## src/rtl/hyperbus_ddr_deser_if.sv

```systemverilog
// Bundle between the HyperBus DDR deserializer and its environment.
//
// Signals (names keep the block-level _i/_o sense as seen by the deserializer):
//   enable_i     capture enable, sampled on both clock edges
//   data_i       WIDTH DDR data lanes
//   pos_first_i  pair ordering (1: rising-edge sample in the low half)
//   clear_i      synchronous flush of assembler, FIFO and overflow flag
//   word_o       FIFO head word, all-zero while empty
//   valid_o      FIFO non-empty
//   ready_i      consumer accepts word_o
//   overflow_o   sticky: a completed word was dropped
//   level_o      FIFO occupancy
//
// Handshake: a word transfers on a rising edge where valid_o=1 and ready_i=1.
// valid_o never depends on ready_i; ready_i is ignored while valid_o=0, and
// word_o stays stable while valid_o=1 and ready_i=0.
//
// Modports: master = producer/consumer environment, slave = deserializer.
interface hyperbus_ddr_deser_if #(
  parameter int WIDTH = 8,
  parameter int BEATS = 2,
  parameter int DEPTH = 2
);
  localparam int WW = 2 * WIDTH * BEATS;
  localparam int LW = $clog2(DEPTH) + 1;

  logic             enable_i;
  logic [WIDTH-1:0] data_i;
  logic             pos_first_i;
  logic             clear_i;
  logic [WW-1:0]    word_o;
  logic             valid_o;
  logic             ready_i;
  logic             overflow_o;
  logic [LW-1:0]    level_o;

  modport master (
    output enable_i, data_i, pos_first_i, clear_i, ready_i,
    input  word_o, valid_o, overflow_o, level_o
  );

  modport slave (
    input  enable_i, data_i, pos_first_i, clear_i, ready_i,
    output word_o, valid_o, overflow_o, level_o
  );
endinterface

```

## src/rtl/hyperbus_ddr_deser.sv

```systemverilog
// HyperBus DDR deserializer: samples data lanes on both clock edges, pairs
// each rising/falling sample, assembles BEATS pairs into one word (beat 0 in
// the LSBs) and queues finished words in a DEPTH-entry FIFO.
//
// Ports:
//   clk_i   single clock, both edges sample data
//   rst_ni  synchronous active-low reset (rising edge; neg_q on falling edge)
//   bus     hyperbus_ddr_deser_if.slave -- capture inputs, FIFO output side
module hyperbus_ddr_deser #(
  parameter int WIDTH = 8,
  parameter int BEATS = 2,
  parameter int DEPTH = 2
) (
  input  logic                  clk_i,
  input  logic                  rst_ni,
  hyperbus_ddr_deser_if.slave   bus
);
  localparam int PW = 2 * WIDTH;
  localparam int WW = PW * BEATS;
  localparam int CW = (BEATS > 1) ? $clog2(BEATS) : 1;
  localparam int AW = $clog2(DEPTH);
  localparam int LW = AW + 1;
  localparam logic [CW-1:0] LAST = CW'(BEATS - 1);

  logic [WIDTH-1:0] pos_q, neg_q;
  logic             en_q;
  logic [PW-1:0]    pair_q;
  logic             pair_vld_q;
  logic [CW-1:0]    cnt_q;
  logic [WW-1:0]    acc_q, acc_next;
  logic [WW-1:0]    mem_q [DEPTH];
  logic [AW-1:0]    wptr_q, rptr_q;
  logic [LW-1:0]    level_q;
  logic             ovf_q;

  logic last, push, pop, full, wr_en, ovf_set;

  // Rising-edge capture and pairing. pair_q forms from the rising sample of
  // the previous cycle and the falling sample between the two edges; en_q
  // carries that cycle's enable so pair_vld_q lines up with the pair.
  always_ff @(posedge clk_i) begin
    if (!rst_ni) begin
      pos_q  <= '0;
      en_q   <= 1'b0;
      pair_q <= '0;
    end else begin
      if (bus.enable_i) pos_q <= bus.data_i;
      en_q   <= bus.enable_i;
      pair_q <= bus.pos_first_i ? {neg_q, pos_q} : {pos_q, neg_q};
    end
  end

  always_ff @(negedge clk_i) begin
    if (!rst_ni)           neg_q <= '0;
    else if (bus.enable_i) neg_q <= bus.data_i;
  end

  // Accumulator with the current pair merged into slot cnt_q; this is also
  // the word pushed when the last beat arrives.
  always_comb begin
    acc_next = acc_q;
    for (int b = 0; b < BEATS; b++) begin
      if (CW'(b) == cnt_q) acc_next[b*PW +: PW] = pair_q;
    end
  end

  assign last    = (cnt_q == LAST);
  assign push    = pair_vld_q && last;
  assign pop     = (level_q != '0) && bus.ready_i;
  assign full    = (level_q == LW'(DEPTH));
  // A pop in the same cycle frees the slot, so a push while full still fits.
  assign wr_en   = push && (!full || pop);
  assign ovf_set = push && full && !pop;

  always_ff @(posedge clk_i) begin
    if (!rst_ni || bus.clear_i) begin
      pair_vld_q <= 1'b0;
      cnt_q      <= '0;
      acc_q      <= '0;
      wptr_q     <= '0;
      rptr_q     <= '0;
      level_q    <= '0;
      ovf_q      <= 1'b0;
    end else begin
      pair_vld_q <= en_q;
      if (pair_vld_q) begin
        acc_q <= acc_next;
        cnt_q <= last ? '0 : cnt_q + CW'(1);
      end
      if (wr_en) wptr_q <= wptr_q + AW'(1);
      if (pop)   rptr_q <= rptr_q + AW'(1);
      if (wr_en && !pop)      level_q <= level_q + LW'(1);
      else if (!wr_en && pop) level_q <= level_q - LW'(1);
      ovf_q <= ovf_q | ovf_set;
    end
  end

  // Storage needs no reset: word_o is masked whenever the FIFO is empty.
  always_ff @(posedge clk_i) begin
    if (rst_ni && !bus.clear_i && wr_en) mem_q[wptr_q] <= acc_next;
  end

  assign bus.valid_o    = (level_q != '0);
  assign bus.word_o     = bus.valid_o ? mem_q[rptr_q] : '0;
  assign bus.level_o    = level_q;
  assign bus.overflow_o = ovf_q;
endmodule

```

## src/flat_wrapper.sv

```systemverilog
// flat-port wrapper written by rule: the top's interface ports become plain ports
module hyperbus_ddr_deser_flat 
#(
  parameter int WIDTH = 8,
  parameter int BEATS = 2,
  parameter int DEPTH = 2
)
  (clk_i, rst_ni, bus_enable_i, bus_data_i, bus_pos_first_i, bus_clear_i, bus_ready_i, bus_word_o, bus_valid_o, bus_overflow_o, bus_level_o);
  hyperbus_ddr_deser_if #(.WIDTH(WIDTH), .BEATS(BEATS), .DEPTH(DEPTH)) bus_i ();
  input  logic clk_i;
  input  logic rst_ni;
  input wire logic [$bits(bus_i.enable_i)-1:0] bus_enable_i;
  input wire logic [$bits(bus_i.data_i)-1:0] bus_data_i;
  input wire logic [$bits(bus_i.pos_first_i)-1:0] bus_pos_first_i;
  input wire logic [$bits(bus_i.clear_i)-1:0] bus_clear_i;
  input wire logic [$bits(bus_i.ready_i)-1:0] bus_ready_i;
  output wire logic [$bits(bus_i.word_o)-1:0] bus_word_o;
  output wire logic [$bits(bus_i.valid_o)-1:0] bus_valid_o;
  output wire logic [$bits(bus_i.overflow_o)-1:0] bus_overflow_o;
  output wire logic [$bits(bus_i.level_o)-1:0] bus_level_o;
  assign bus_i.enable_i = bus_enable_i;
  assign bus_i.data_i = bus_data_i;
  assign bus_i.pos_first_i = bus_pos_first_i;
  assign bus_i.clear_i = bus_clear_i;
  assign bus_i.ready_i = bus_ready_i;
  assign bus_word_o = bus_i.word_o;
  assign bus_valid_o = bus_i.valid_o;
  assign bus_overflow_o = bus_i.overflow_o;
  assign bus_level_o = bus_i.level_o;
  hyperbus_ddr_deser #(.WIDTH(WIDTH), .BEATS(BEATS), .DEPTH(DEPTH)) u_core (.clk_i(clk_i), .rst_ni(rst_ni), .bus(bus_i));
endmodule
```

## config.mk

```make
export PLATFORM = sky130hd
export DESIGN_NAME = hyperbus_ddr_deser_flat
export DESIGN_NICKNAME = d
export VERILOG_FILES = /design/src/rtl/hyperbus_ddr_deser_if.sv /design/src/rtl/hyperbus_ddr_deser.sv /design/src/flat_wrapper.sv
export SDC_FILE = /design/constraint.sdc
export NUM_CORES = 1
export LEC_CHECK = 0
export BUFFER_PORTS_ARGS = -buffer_cell sky130_fd_sc_hd__buf_2
export CAP_MARGIN = 40
export CELL_PAD_IN_SITES_DETAIL_PLACEMENT = 0
export CELL_PAD_IN_SITES_GLOBAL_PLACEMENT = 1
export CORE_MARGIN = 2
export CORE_UTILIZATION = 45
export DETAILED_ROUTE_END_ITERATION = 12
export PLACE_DENSITY_LB_ADDON = 0.1
export SKIP_CTS_REPAIR_TIMING = 1
export SLEW_MARGIN = 40
export SYNTH_ARGS = -nofsm -noshare
export SYNTH_HDL_FRONTEND = slang
export SYNTH_SLANG_ARGS = --single-unit
```

## constraint.sdc

```tcl
create_clock -name clk_i -period 8.9 [get_ports clk_i]
set_input_delay 0.89 -clock clk_i [delete_from_list [all_inputs] [get_ports clk_i]]
set_output_delay 0.89 -clock clk_i [all_outputs]
set_load 0.01 [all_outputs]
```

==> impl_metrics.json, run 1 <==
{
  "outcome": "complete, no violations",
  "start_kind": "primary input",
  "grtUsageTotal_pct": 16.43,
  "dr.first_iter.drc_count": 137,
  "path_clk_slew_ps": 60,
  "grt_max_degree": 40,
  "synthCells": 442,
  "die_w_um": 115.0,
  "cts-root-buf": "clkbuf_16",
  "grt_pass1_vias": 3163,
  "finalSetupTns_ps": 0,
  "critPathTopFamily": "buffers and inverters",
  "insertion_delay_ps": 440,
  "highest_layer": "met4",
  "slew_headroom_pct": 57.61,
  "drive_gt1_share_pct": 22.40,
  "cts_buffers": 17,
  "slew_violations": 0,
  "rsz0062_at_grt": "false",
  "multi_input_comb_area_mm2": 0.001973,
  "coreArea_mm2": 0.01201,
  "dieArea_mm2": 0.01322,
  "peakVddDrop_mv": 0.09905,
  "max_stage_delay_ps": 380,
  "dr.pass1.iters": 4,
  "cp_cell_sequence": "buf_2, a21boi_0",
  "clockBufferDepth": 2,
  "hold_viol": 0,
  "yosysWarnings": 0,
  "fp-row-count": 40,
  "place_congestion": 0.7058,
  "diodes": 0,
  "cts_tree": "yes",
  "syn-num-nets": 457,
  "port_buffers": 49,
  "route.met2.wl_um": 4630,
  "htree_levels": 4,
  "synthFlopType": "dfxtp_1",
  "async_flop_share_pct": 0,
  "path_buf_inv": 1,
  "crit_fanout": 35,
  "slowest_stage": "buf_2",
  "powerDensity_mw_per_mm2": 225.1,
  "cp.required_ps": 4810,
  "met3WireLength_um": 340,
  "ys_types": 33,
  "layout_common_cells": "dfxtp_1 (72), mux2i_1 (64), edfxtp_1 (64), nor2_1 (54), buf_2 (49)",
  "ys_seq_area_share_pct": 61.04,
  "wl_um": 9824,
  "grt_pass1_wl_um": 16260,
  "via_count": 3225,
  "instances_no_fill": 656,
  "regArea_mm2": 0.003387,
  "fill_cells": 1027,
  "crit_arrival_ps": 1480,
  "layout-area-overhead-vs-synth_pct": 17.45,
  "syn_area_mm2": 0.005543,
  "min_path_type": "flop to flop",
  "fin_worst_skew_ps": 33.75,
  "wire_per_inst_um": 14.98,
  "crit_type": "primary input to flop",
  "antenna_found_initial": 0,
  "start_util_pct": 46.15,
  "wl_met1_um": 4697,
  "drc": 0,
  "hpwl_um": 6320,
  "ant_nets": 0,
  "io_pins": 50,
  "die_height_um": 115.0,
  "cp-end-kind": "flop",
  "setup_violations": 0,
  "drv_cap": 0,
  "final_common_cell": "dfxtp_1",
  "leakagePower_nw": 2.472,
  "ys_ff_latch": 137,
  "cts_sinks": 137,
  "layout.nets": 511,
  "dp_cells": 617,
  "worst_pin_slew_ps": 635.9,
  "synth_edf_count": 64,
  "overflow": 0,
  "viasPerCell": 4.916,
  "synth.avg_cell_area_um2": 12.54
}
[layout make-up]
cell class                 count  area share (%)
timing repair buffer          55           4.459
inverter                       1         0.05766
sequential                   137           52.03
tap                          147           2.825
clock inverter                20           3.306
clock buffer                  20           7.015
multi-input combinational    276           30.31
[routing by layer]
metal  track usage (%)  up-vias
met2             25.96       57
met3             4.744       14
met5                 0        -
li1                  -     1639
met4             6.747        0
met1             21.32     1515
[cells in the mapped netlist (3+ instances only)]
| master | n | area share [%] |
|---|---|---|
| dfxtp_1 | 73 | 26 |
| edfxtp_1 | 64 | 35 |
| mux2i_1 | 64 | 12 |
| nor2_1 | 55 | 3.7 |
| nand2_1 | 41 | 2.8 |
| a21oi_1 | 18 | 1.6 |
| nand2b_1 | 17 | 1.9 |
| nor2b_1 | 17 | 1.9 |
| a21boi_0 | 12 | 1.6 |
| mux2_4 | 12 | 3.3 |
| mux2_2 | 11 | 2.2 |
| buf_2 | 10 | 0.90 |
| mux2_1 | 9 | 1.8 |
| buf_4 | 5 | 0.68 |
| buf_6 | 5 | 1.0 |
| clkbuf_1 | 5 | 0.34 |
| a21boi_1 | 4 | 0.54 |
| and2_1 | 3 | 0.34 |
| xor2_1 | 3 | 0.47 |
[power breakdown]
part	internal [mW]	switching (mW)
logic	0.0169	0.0186
clock network	0.501	0.260
registers	0.663	0.00651
total	1.18	0.285
[sequential cells by signal (all words and copies together), names as in the netlist, named ones only]
register and count:
u_core.bus.overflow_o 1, u_core.en_q 1, u_core.mem_q 64, u_core.rptr_q 1, u_core.cnt_q 1, u_core.wptr_q 1
u_core.acc_q 32, u_core.pair_q 16, u_core.pair_vld_q 1, u_core.neg_q 8, u_core.pos_q 8, u_core.bus.level_o 2
[cell families after synthesis]
kind of cell / count (synthesis) / synth area share (%)
compound gates: 37 / 4.108
fa+ha+maj: 1 / 0.2257
xor+xnor: 4 / 0.6322
simple gates: 138 / 11.56
flops: 137 / 61.04
mux: 96 / 18.87
buf+inv: 29 / 3.567
[worst paths after layout]
| path | from | to | cells after the start | slack [ps] |
|---|---|---|---|---|
| setup / recovery | rst_ni | u_core.neg_q[4] | 2 | 3330 |
| hold / removal | u_core.en_q | u_core.pair_vld_q | 1 | 420 |
| hold reg to reg | u_core.en_q | u_core.pair_vld_q | 1 | 420 |
| setup reg to reg | u_core.neg_q[3] | u_core.pair_q[11] | 2 | 3720 |
[stage by stage]
stage               hold WS (ps)  power [mW]  util (%)  worst slack [ps]  instance area (µm²)
global route               445.9       1.515     54.20              3196                 6510
CTS                        423.4       1.480     54.20              3324                 6510
global placement           420.5      0.7246     48.61              2915                 5839
finish                     422.5       1.466     54.20              3327                 6510
detailed placement         409.7      0.7253     48.64              2870                 5842
floorplan                  405.7      0.7147         -              3080                 5543
Note: power is estimated with default switching activity, not from simulation.
==> inputs of run 2 (changes only) <==
==> constraint.sdc (replaced) <==
create_clock -name clk_i -period 5.4 [get_ports clk_i]
set_input_delay 0.54 -clock clk_i [delete_from_list [all_inputs] [get_ports clk_i]]
set_output_delay 0.54 -clock clk_i [all_outputs]
set_load 0.01 [all_outputs]
==> run 2 against run 1 <==
Global-route usage grew 0.19 points. Sequential share of layout area is 0.24 points higher. Flip-flop and latch count did not move. Combinational power up 66%. Via count shrank 0.43%. Hold slack worse by 17 ps. Register-to-register slack worse by 1700 ps. Final area down 0.46%. Critical path depth unchanged. Critical path type unchanged. Highest routed layer unchanged.
==> impl_metrics.json, run 2 (same netlist as run 1, synthesis figures left out) <==
{
  "max_stage_delay_ps": 370,
  "fp-row-count": 40,
  "drc": 0,
  "crit_arrival_ps": 1130,
  "wire_per_inst_um": 15.41,
  "grt_pass1_wl_um": 16300,
  "via_count": 3211,
  "hpwl_um": 6472,
  "grtUsageTotal_pct": 16.62,
  "peakVddDrop_mv": 0.1609,
  "rrSetupSlack_ps": 1980,
  "port_buffers": 49,
  "ant_nets": 0,
  "clockBufferDepth": 2,
  "regArea_mm2": 0.003387,
  "grt_pass1_vias": 3182,
  "insertion_delay_ps": 430,
  "fin_worst_skew_ps": 28.71,
  "setup_ws_ps": 1928,
  "met3WireLength_um": 334,
  "crit_fanout": 35,
  "antenna_found_initial": 0,
  "r2r-end": "u_core.pair_q[12]",
  "slew_violations": 0,
  "cp-startpoint": "rst_ni",
  "htree_levels": 4,
  "grt_max_degree": 40,
  "route.met2.wl_um": 4780,
  "powerDensity_mw_per_mm2": 361.6,
  "cts_tree": "yes",
  "path_buf_inv": 1,
  "viasPerCell": 4.895,
  "highest_layer": "met4",
  "coreArea_mm2": 0.01201,
  "slew_headroom_pct": 51.59,
  "io_pins": 50,
  "crit-reg2reg-launch": "u_core.neg_q[4]",
  "layout.nets": 511,
  "final_common_cell": "dfxtp_1",
  "timing.hold.ws_ps": 405.9,
  "cts_sinks": 137,
  "worst_pin_slew_ps": 726.2,
  "outcome": "complete, no violations",
  "min_path_type": "primary input to flop",
  "cp-end-kind": "flop",
  "rsz0062_at_grt": "false",
  "die_height_um": 115.0,
  "leakagePower_nw": 2.476,
  "multi_input_comb_area_mm2": 0.001973,
  "hold_start": "bus_data_i[6]",
  "wl_um": 10110,
  "dr.pass1.iters": 4,
  "cts_buffers": 17,
  "hold_viol": 0,
  "fill_cells": 1039,
  "dp_cells": 617,
  "worstSetupPathDepth": 2,
  "largest_reg_flops": 64,
  "reg2reg_depth": 2,
  "drv_cap": 0,
  "die_w_um": 115.0,
  "largest-register": "u_core.mem_q",
  "cts-root-buf": "clkbuf_16",
  "slowest_stage": "buf_2",
  "crit_path_end": "u_core.neg_q[6]",
  "finalSetupTns_ps": 0,
  "overflow": 0,
  "dieArea_mm2": 0.01322,
  "setup_violations": 0,
  "pre_cts_ws_ps": 1459,
  "cp_cell_sequence": "buf_2, a21boi_0",
  "start_kind": "primary input",
  "critPathTopFamily": "buffers and inverters",
  "wl_met1_um": 4866,
  "crit_type": "primary input to flop",
  "dr.first_iter.drc_count": 154,
  "place_congestion": 0.7036,
  "diodes": 0,
  "layout_common_cells": "dfxtp_1 (72), mux2i_1 (64), edfxtp_1 (64), nor2_1 (54), buf_2 (49)",
  "layout-area-overhead-vs-synth_pct": 16.91,
  "cp.required_ps": 3060,
  "start_util_pct": 46.15,
  "path_clk_slew_ps": 60,
  "drive_gt1_share_pct": 22.40,
  "instances_no_fill": 656,
  "largestRegisters": "u_core.mem_q (64), u_core.acc_q (32), u_core.pair_q (16)"
}
[run 2: final cells by class]
cell class	instances	share of cell area [%]
well taps	147	2.838
clock buffers	27	8.670
clock inverters	13	1.236
repair buffers	55	4.480
multi-input cells	276	30.45
flip-flops and latches	137	52.27
inverters	1	0.05793
[run 2: worst min-delay path by stage]
stage	to	slack, ps	depth (start not counted)
2_1_floorplan	u_core.pair_vld_q	410	1
3_3_place_gp	u_core.pair_vld_q	420	1
3_5_place_dp	u_core.pair_vld_q	420	1
4_1_cts	u_core.pos_q[6]	390	3
5_1_grt	u_core.pos_q[5]	420	3
6_report	u_core.pos_q[6]	410	3
[run 2: metrics by stage]
stage | instance area, µm² | total power, mW | utilization, %
2_1_floorplan | 5543 | 1.178 | -
6_report | 6480 | 2.343 | 53.95
5_1_grt | 6480 | 2.432 | 53.95
4_1_cts | 6480 | 2.367 | 53.95
3_3_place_gp | 5839 | 1.194 | 48.61
3_5_place_dp | 5842 | 1.196 | 48.64
[run 2: where the power goes]
part	internal (mW)	leakage [nW]	switching [mW]	total, mW
sequential	1.09	1.20	0.0110	1.10
clock	0.765	0.352	0.415	1.18
combinational	0.0278	0.928	0.0310	0.0588
total	1.89	2.48	0.457	2.34
[run 2: per-layer routing]
| metal | global-route usage [%] | vias to the layer above |
|---|---|---|
| met3 | 5.271 | 9 |
| met4 | 5.783 | 0 |
| li1 | - | 1634 |
| met5 | 0 | - |
| met2 | 26.39 | 51 |
| met1 | 21.59 | 1517 |
